===== src/rtl/dm_arbiter.sv =====
// dm_arbiter: round-robin arbiter between the core (port A) and the bulk
// loader/clear engine (port B) in front of the single-port data memory.
// A port may hold the grant for a bounded burst with its lock input. Read
// data comes back registered, one cycle after the grant.
module dm_arbiter #(
    parameter int AW        = 8,
    parameter int DW        = 8,
    parameter int MAX_BURST = 4
) (
    input  logic          clk,
    input  logic          rst_n,
    input  logic          a_req,
    input  logic          a_we,
    input  logic          a_lock,
    input  logic [AW-1:0] a_addr,
    input  logic [DW-1:0] a_wdata,
    input  logic          b_req,
    input  logic          b_we,
    input  logic          b_lock,
    input  logic [AW-1:0] b_addr,
    input  logic [DW-1:0] b_wdata,
    output logic          a_gnt,
    output logic          b_gnt,
    output logic          a_rvalid,
    output logic          b_rvalid,
    output logic [DW-1:0] a_rdata,
    output logic [DW-1:0] b_rdata,
    output logic [AW-1:0] mem_addr,
    output logic          mem_we,
    output logic [DW-1:0] mem_wdata,
    input  logic [DW-1:0] mem_rdata
);

    localparam int CW = $clog2(MAX_BURST + 1);
    localparam logic [CW-1:0] MAX_CNT = CW'(MAX_BURST);

    // Port encoding throughout: 0 = A, 1 = B.
    logic          last, last_nxt;
    logic          owner_locked, locked_nxt;
    logic          owner, owner_nxt;
    logic [CW-1:0] burst_cnt, cnt_nxt;

    logic any_req;
    logic win_b;
    logic win_we;
    logic win_lock;

    assign any_req = a_req | b_req;

    // Winner selection: a single requester always wins; on a tie the locked
    // owner keeps the grant until its burst budget is spent, otherwise the
    // port that did not win last time takes it.
    always_comb begin
        win_b = b_req;
        if (a_req && b_req) begin
            if (owner_locked && (burst_cnt < MAX_CNT)) begin
                win_b = owner;
            end else if (owner_locked) begin
                win_b = ~owner;
            end else begin
                win_b = ~last;
            end
        end
    end

    assign a_gnt    = any_req & ~win_b;
    assign b_gnt    = any_req & win_b;
    assign win_we   = win_b ? b_we : a_we;
    assign win_lock = win_b ? b_lock : a_lock;

    // Memory bus follows the winner; parked at zero when idle. Writes are
    // suppressed while reset is asserted even though arbitration still runs.
    always_comb begin
        mem_addr  = '0;
        mem_wdata = '0;
        mem_we    = 1'b0;
        if (a_gnt) begin
            mem_addr  = a_addr;
            mem_wdata = a_wdata;
            mem_we    = a_we & rst_n;
        end else if (b_gnt) begin
            mem_addr  = b_addr;
            mem_wdata = b_wdata;
            mem_we    = b_we & rst_n;
        end
    end

    // Next arbitration state: the winner's lock decides whether a burst
    // starts or continues; an idle cycle means the owner dropped its request.
    always_comb begin
        last_nxt   = last;
        locked_nxt = owner_locked;
        owner_nxt  = owner;
        cnt_nxt    = burst_cnt;
        if (any_req) begin
            last_nxt = win_b;
            if (win_lock) begin
                locked_nxt = 1'b1;
                owner_nxt  = win_b;
                if (owner_locked && (owner == win_b)) begin
                    cnt_nxt = (burst_cnt == MAX_CNT) ? burst_cnt : burst_cnt + CW'(1);
                end else begin
                    cnt_nxt = CW'(1);
                end
            end else begin
                locked_nxt = 1'b0;
                cnt_nxt    = '0;
            end
        end else begin
            locked_nxt = 1'b0;
            cnt_nxt    = '0;
        end
    end

    // Arbitration state register; reset makes A win the first tie.
    always_ff @(posedge clk or negedge rst_n) begin
        if (!rst_n) begin
            last         <= 1'b1;
            owner_locked <= 1'b0;
            owner        <= 1'b0;
            burst_cnt    <= '0;
        end else begin
            last         <= last_nxt;
            owner_locked <= locked_nxt;
            owner        <= owner_nxt;
            burst_cnt    <= cnt_nxt;
        end
    end

    // Registered read return; rdata holds between reads.
    always_ff @(posedge clk or negedge rst_n) begin
        if (!rst_n) begin
            a_rvalid <= 1'b0;
            b_rvalid <= 1'b0;
            a_rdata  <= '0;
            b_rdata  <= '0;
        end else begin
            a_rvalid <= a_gnt & ~a_we;
            b_rvalid <= b_gnt & ~b_we;
            if (a_gnt && !a_we) begin
                a_rdata <= mem_rdata;
            end
            if (b_gnt && !b_we) begin
                b_rdata <= mem_rdata;
            end
        end
    end

endmodule


===== config.mk =====
export PLATFORM = sky130hd
export DESIGN_NAME = dm_arbiter
export DESIGN_NICKNAME = d
export VERILOG_FILES = /design/src/rtl/dm_arbiter.sv
export SDC_FILE = /design/constraint.sdc
export NUM_CORES = 1
export LEC_CHECK = 0
export CAP_MARGIN = 15
export CORE_UTILIZATION = 32
export CTS_CLUSTER_SIZE = 30
export DETAILED_ROUTE_END_ITERATION = 6
export PLACE_DENSITY = 0.76
export REMOVE_ABC_BUFFERS = 1
export SLEW_MARGIN = 20
export SYNTH_ARGS = -nofsm -noshare
export SYNTH_HDL_FRONTEND = slang
export SYNTH_SLANG_ARGS = --single-unit

===== constraint.sdc =====
create_clock -name clk -period 1.92 [get_ports clk]
set_clock_uncertainty 0.15 [all_clocks]
set_input_delay 0.192 -clock clk [delete_from_list [all_inputs] [get_ports clk]]
set_output_delay 0.192 -clock clk [all_outputs]
set_load 0.1 [all_outputs]

# After elaboration in Yosys (flattened, before gate mapping)
# Cells that the tools add are included.
[word_totals]
n_memories = 0
register_bits = 24
ramBits = 0
word_cells = 49
latch_bits = 0
rom_bits = 0
[classes]
eq_ne = 3
multipliers = 0
n_addsub = 1
n_reduce_logical = 8
order_cmp = 1
div = 0
shifts = 0
bitwise = 12
n_mux = 16
[ops]
columns = ["op", "n"]
rows = [
  ["$mux W8", 4],
  ["$mux W3", 4],
  ["$mux W1", 8],
  ["$and A1 B1 Y1", 6],
  ["$logic_and A1 B1 Y1", 5],
  ["$not A1 Y1", 5],
  ["$ne A4 B4 Y1 const B", 1],
  ["$add A3 B1 Y3 const B", 1],
  ["$eq A3 B3 Y1 const B", 1],
  ["$lt A3 B3 Y1 const B", 1],
  ["$logic_not A1 Y1", 2],
  ["$reduce_and A2 Y1", 1],
  ["$eq A1 B1 Y1", 1],
  ["$or A1 B1 Y1", 1],
]

# Depth between registers and ports, before layout
[depth]
depth_word = 9
depth_mapped = 7

# Worst setup path before layout
# OpenSTA, ideal clock, no wires.
[synth_timing]
path_type = "register -> output"
startpoint = "register owner_locked"
endpoint = "output mem_addr[0]"
arrival_ns = 2.236
slack_ns = -0.658
stages_incl_launch_ff = 6
path_cell_list = "dfrtp_1 -> buf_2 -> and3b_1 -> a311oi_4 -> buf_6 -> a22o_1"
[synth_via]
elab_chain_len = 6
word_cells_on_any_way = 9
classes_between = "mux: 5; bitwise: 3; reduce/logical: 1"
[synth_lines]
columns = ["item", "line_no", "source"]
rows = [
  ["start: declaration", "39", "logic owner_locked, locked_nxt;"],
  ["start signal: assignment", "124", "owner_locked <= locked_nxt;"],
  ["$mux W1 / $logic_and A1 B1 Y1 (equally long branches)", "58, 56", ""],
  ["$mux W1 (*)", "56", "if (owner_locked && (burst_cnt < MAX_CNT)) begin"],
  ["$mux W1 (*)", "55", "if (a_req && b_req) begin"],
  ["$and A1 B1 Y1 (*)", "67", "assign b_gnt = any_req & win_b;"],
  ["named net b_gnt", "23", "output logic b_gnt,"],
  ["$mux W8 (*)", "81", "end else if (b_gnt) begin"],
  ["$mux W8 (*)", "77", "if (a_gnt) begin"],
  ["end: declaration", "28", "output logic [AW-1:0] mem_addr,"],
]
# Mark *: on every way through the listed nets, which the timed path passes. The rest lies on a longest branch.

# Final worst setup path
[layout_timing]
startpoint = "register last"
endpoint = "output mem_wdata[5]"
[layout_via]
elab_chain_len = 7
word_cells_on_any_way = 9
classes_between = "mux: 5; bitwise: 4"
[layout_lines]
columns = ["item", "line_no", "source"]
rows = [
  ["start: declaration", "38", "logic last, last_nxt;"],
  ["start signal: assignment", "123", "last <= last_nxt;"],
  ["$not A1 Y1 (*)", "61", "win_b = ~last;"],
  ["$mux W1 (*)", "58", "end else if (owner_locked) begin"],
  ["$mux W1 (*)", "56", ""],
  ["$mux W1 (*)", "55", ""],
  ["$and A1 B1 Y1 / $not A1 Y1 (equally long branches)", "67, 66", ""],
  ["$mux W8 / $and A1 B1 Y1 (equally long branches)", "81, 66", ""],
  ["$mux W8 (*)", "77", ""],
  ["end: declaration", "30", "output logic [DW-1:0] mem_wdata,"],
]
# Mark *: on every way between the ends. The rest lies on a longest branch, timed or not.

==> impl_metrics.ini <==
[critical_path]
reg2reg_setup_slack_ns = -0.06
cp-end-kind = primary output
slowest_stage = dfstp_2
worstPathRequired_ns = 1.58
critical_path_class = reg2out
slowest_delay_ns = 0.55
start_kind = flip-flop
r2r_cells = 7
reg2reg_from = owner
worst-endpoint-arrival_ns = 1.87
worstSetupStartpoint = last
crit_chain = buf_6, and3b_2, a311oi_4, buf_6, buf_12, a22o_4, buf_12
setup.worst_path.end = mem_wdata[5]
critPathMaxFanout = 5
r2r_end = b_rdata[3]

[route]
totalWireLength_um = 4820
drcViolationCount = 0
dr.pass1.iters = 4
vias_per_cell = 5.06
vias = 1327
first_iter_violations = 68
detail_route.wl_per_cell_um = 18.4
ant_nets = 0

[global_route]
grt_first_pass_wirelength_um = 7130
grt_pass1_vias = 1491
grt_max_degree = 25
grt_overflow_total = 0
grt_usage = 0.225
antenna_found_initial = 0

[floorplan]
start_util = 0.339
coreArea_um2 = 3720
die_width_um = 64.8
dieArea_um2 = 4200
rows = 22
die_h_um = 64.8
ios = 85

[synth]
synth_top_area_share = 0.456
yosysWarningCount = 0
synth_seq_cells = 24
synth_edf_count = 0
ys_seq_area_frac = 0.477
ys_types = 32
yosys.area.top_type = dfrtp_1
ys.flop_type = dfrtp_1
avgSynthCellArea_um2 = 12.1
async_flop_share = 1.00
synth_area_leaders = dfrtp_1 46%, mux2_2 14%, a22o_1 11%
synth_area_um2 = 1260
synth_cells = 104

[outcome]
status = finished, violations left
violations = negative setup slack

[run]
drv_cap = 0

[sta]
final_hold_viol_count = 0
fmax_mhz = 453
slew_headroom = 0.807
worst_pin_slew_ns = 0.290
setup_viol = 36
whs_ns = 0.255
drv_slew = 0
layout_setup_ws_ns = -0.288
period_needed_ns = 2.21
rsz0062_at_grt = true
finalCritPeriodShare = 1.15

[placement]
port_buffers = 84
routabilityCongestion = 0.856
placed_area_um2 = 2430
pre_cts_ws_ns = -0.427
hpwl_um = 3400

[finish]
layout-drive-gt1-share = 0.537
final-seq-area_um2 = 606
num_antenna_cells = 0
syn_to_final_growth_pct = 125
nets = 265
multiInputGateArea_um2 = 837
stdcell_area_um2 = 2830
nFillCells = 223

[pwr]
p_seq_frac = 0.223
leakage_uw = 0.00127
comb_power_share = 0.681
clockPowerShare = 0.096
p_sw_frac = 0.514
switchingPower_uw = 1570
intPower_uw = 1480
power.density_nw_per_um2 = 1080
vdd_drop_max_v = 0.00110

[clock_network]
cts_buffers = 3
htreeDepth = 1
clk_pin_slew_ns = 0.08
clock_sinks = 24
clock_path_buffers = 2
clockRootBuffer = clkbuf_8
clk_latency_ns = 0.26
cts_hold_buf = 0
tritoncts = done

[min_path]
min_path_type = in2async
## power groups by stage
stage,sequential [uW],combinational [uW],clock (uW)
floorplan,1310,617,0
global placement,668,1860,0
detailed placement,676,1890,0
CTS,673,2000,296
global route,696,2140,319
finish,682,2080,293
## cell type report
cell class,instances,share of cell area
flip-flops and latches,24,0.214
multi-input cells,70,0.295
well taps,48,0.0212
repair buffers,110,0.446
inverters,6,0.00795
clock buffers,4,0.0159
## routing by layer
| metal | part of all wire | global-route usage | vias to the layer above |
|---|---|---|---|
| met3 | 0.051 | 0.0370 | 14 |
| met1 | 0.37 | 0.237 | 648 |
| met5 | 0 | 0 | - |
| met2 | 0.55 | 0.443 | 55 |
| li1 | - | - | 610 |
| met4 | 0.029 | 0.0722 | 0 |
## worst max-delay path: cells and delay by family (launching register included)
| family | cells | cell delay [ns] |
|---|---|---|
| AO/OA/AOI/OAI | 2 | 0.30 |
| flip-flops | 1 | 0.55 |
| AND/OR/NAND/NOR | 1 | 0.21 |
| buffers and inverters | 4 | 0.54 |
## how the worst min path moves through the flow
stage	from	to	slack (ns)	cells past startpoint
after floorplan	rst_n	a_rdata[0]	-0.25	0
after global placement	a_rdata[7]	a_rdata[7]	0.34	1
after detailed placement	a_rdata[1]	a_rdata[1]	0.35	1
after CTS	rst_n	a_rdata[6]	0.26	2
after global routing	rst_n	b_rdata[3]	0.30	2
final	rst_n	burst_cnt[0]	0.25	2
## placed cells by master, fill, tap and decap left out, types with 2 or more instances in the layout
master and count:
clkbuf_8 3, buf_12 21, a22o_4 14, buf_6 6
a22o_1 2, mux2_4 7, mux2_2 9, dlygate4sd2_1 2
inv_1 5, buf_4 34, nor2_1 4, nand2_1 4
o311a_4 2, clkdlybuf4s50_1 45, dfrtp_2 3, ha_1 2
dfrtp_1 20
## what timing repair did
item,4_1_cts,5_1_grt
buffers inserted,3,3
resized for setup,25,23
pin swaps,19,3
cloned,2,2
endpoints found under the setup margin,27,38
## cells in the mapped netlist (2+ instances only)
library cell	n
nand2_1	5
a22o_1	16
xnor2_1	2
mux2_2	16
buf_6	2
ha_1	2
nor3_1	2
buf_2	3
o21ai_0	2
dfrtp_1	23
nand3_1	2
nor2_1	4
inv_1	6
## registers in the layout, summed over array words and instances, names as in the netlist
name	flops
a_rvalid	1
b_rvalid	1
last	1
owner_locked	1
a_rdata	8
burst_cnt	3
owner	1
b_rdata	8
## metrics by stage
stage	std cells	util	TNS (ns)	power (uW)
6_report	262	0.763	-5.29	3060
4_1_cts	258	0.724	-4.50	2970
3_3_place_gp	249	0.654	-7.43	2530
3_5_place_dp	249	0.654	-8.52	2560
2_1_floorplan	99	-	-23.59	1920
5_1_grt	262	0.763	-7.25	3160
## cell families after synthesis
logic type	Yosys count	synth area share
compound gates	25	0.179
xor+xnor	3	0.0208
fa+ha+maj	2	0.0198
buf+inv	11	0.0476
flops	24	0.477
mux	17	0.151
simple gates	22	0.105
Power figures use the tool's default switching activity.
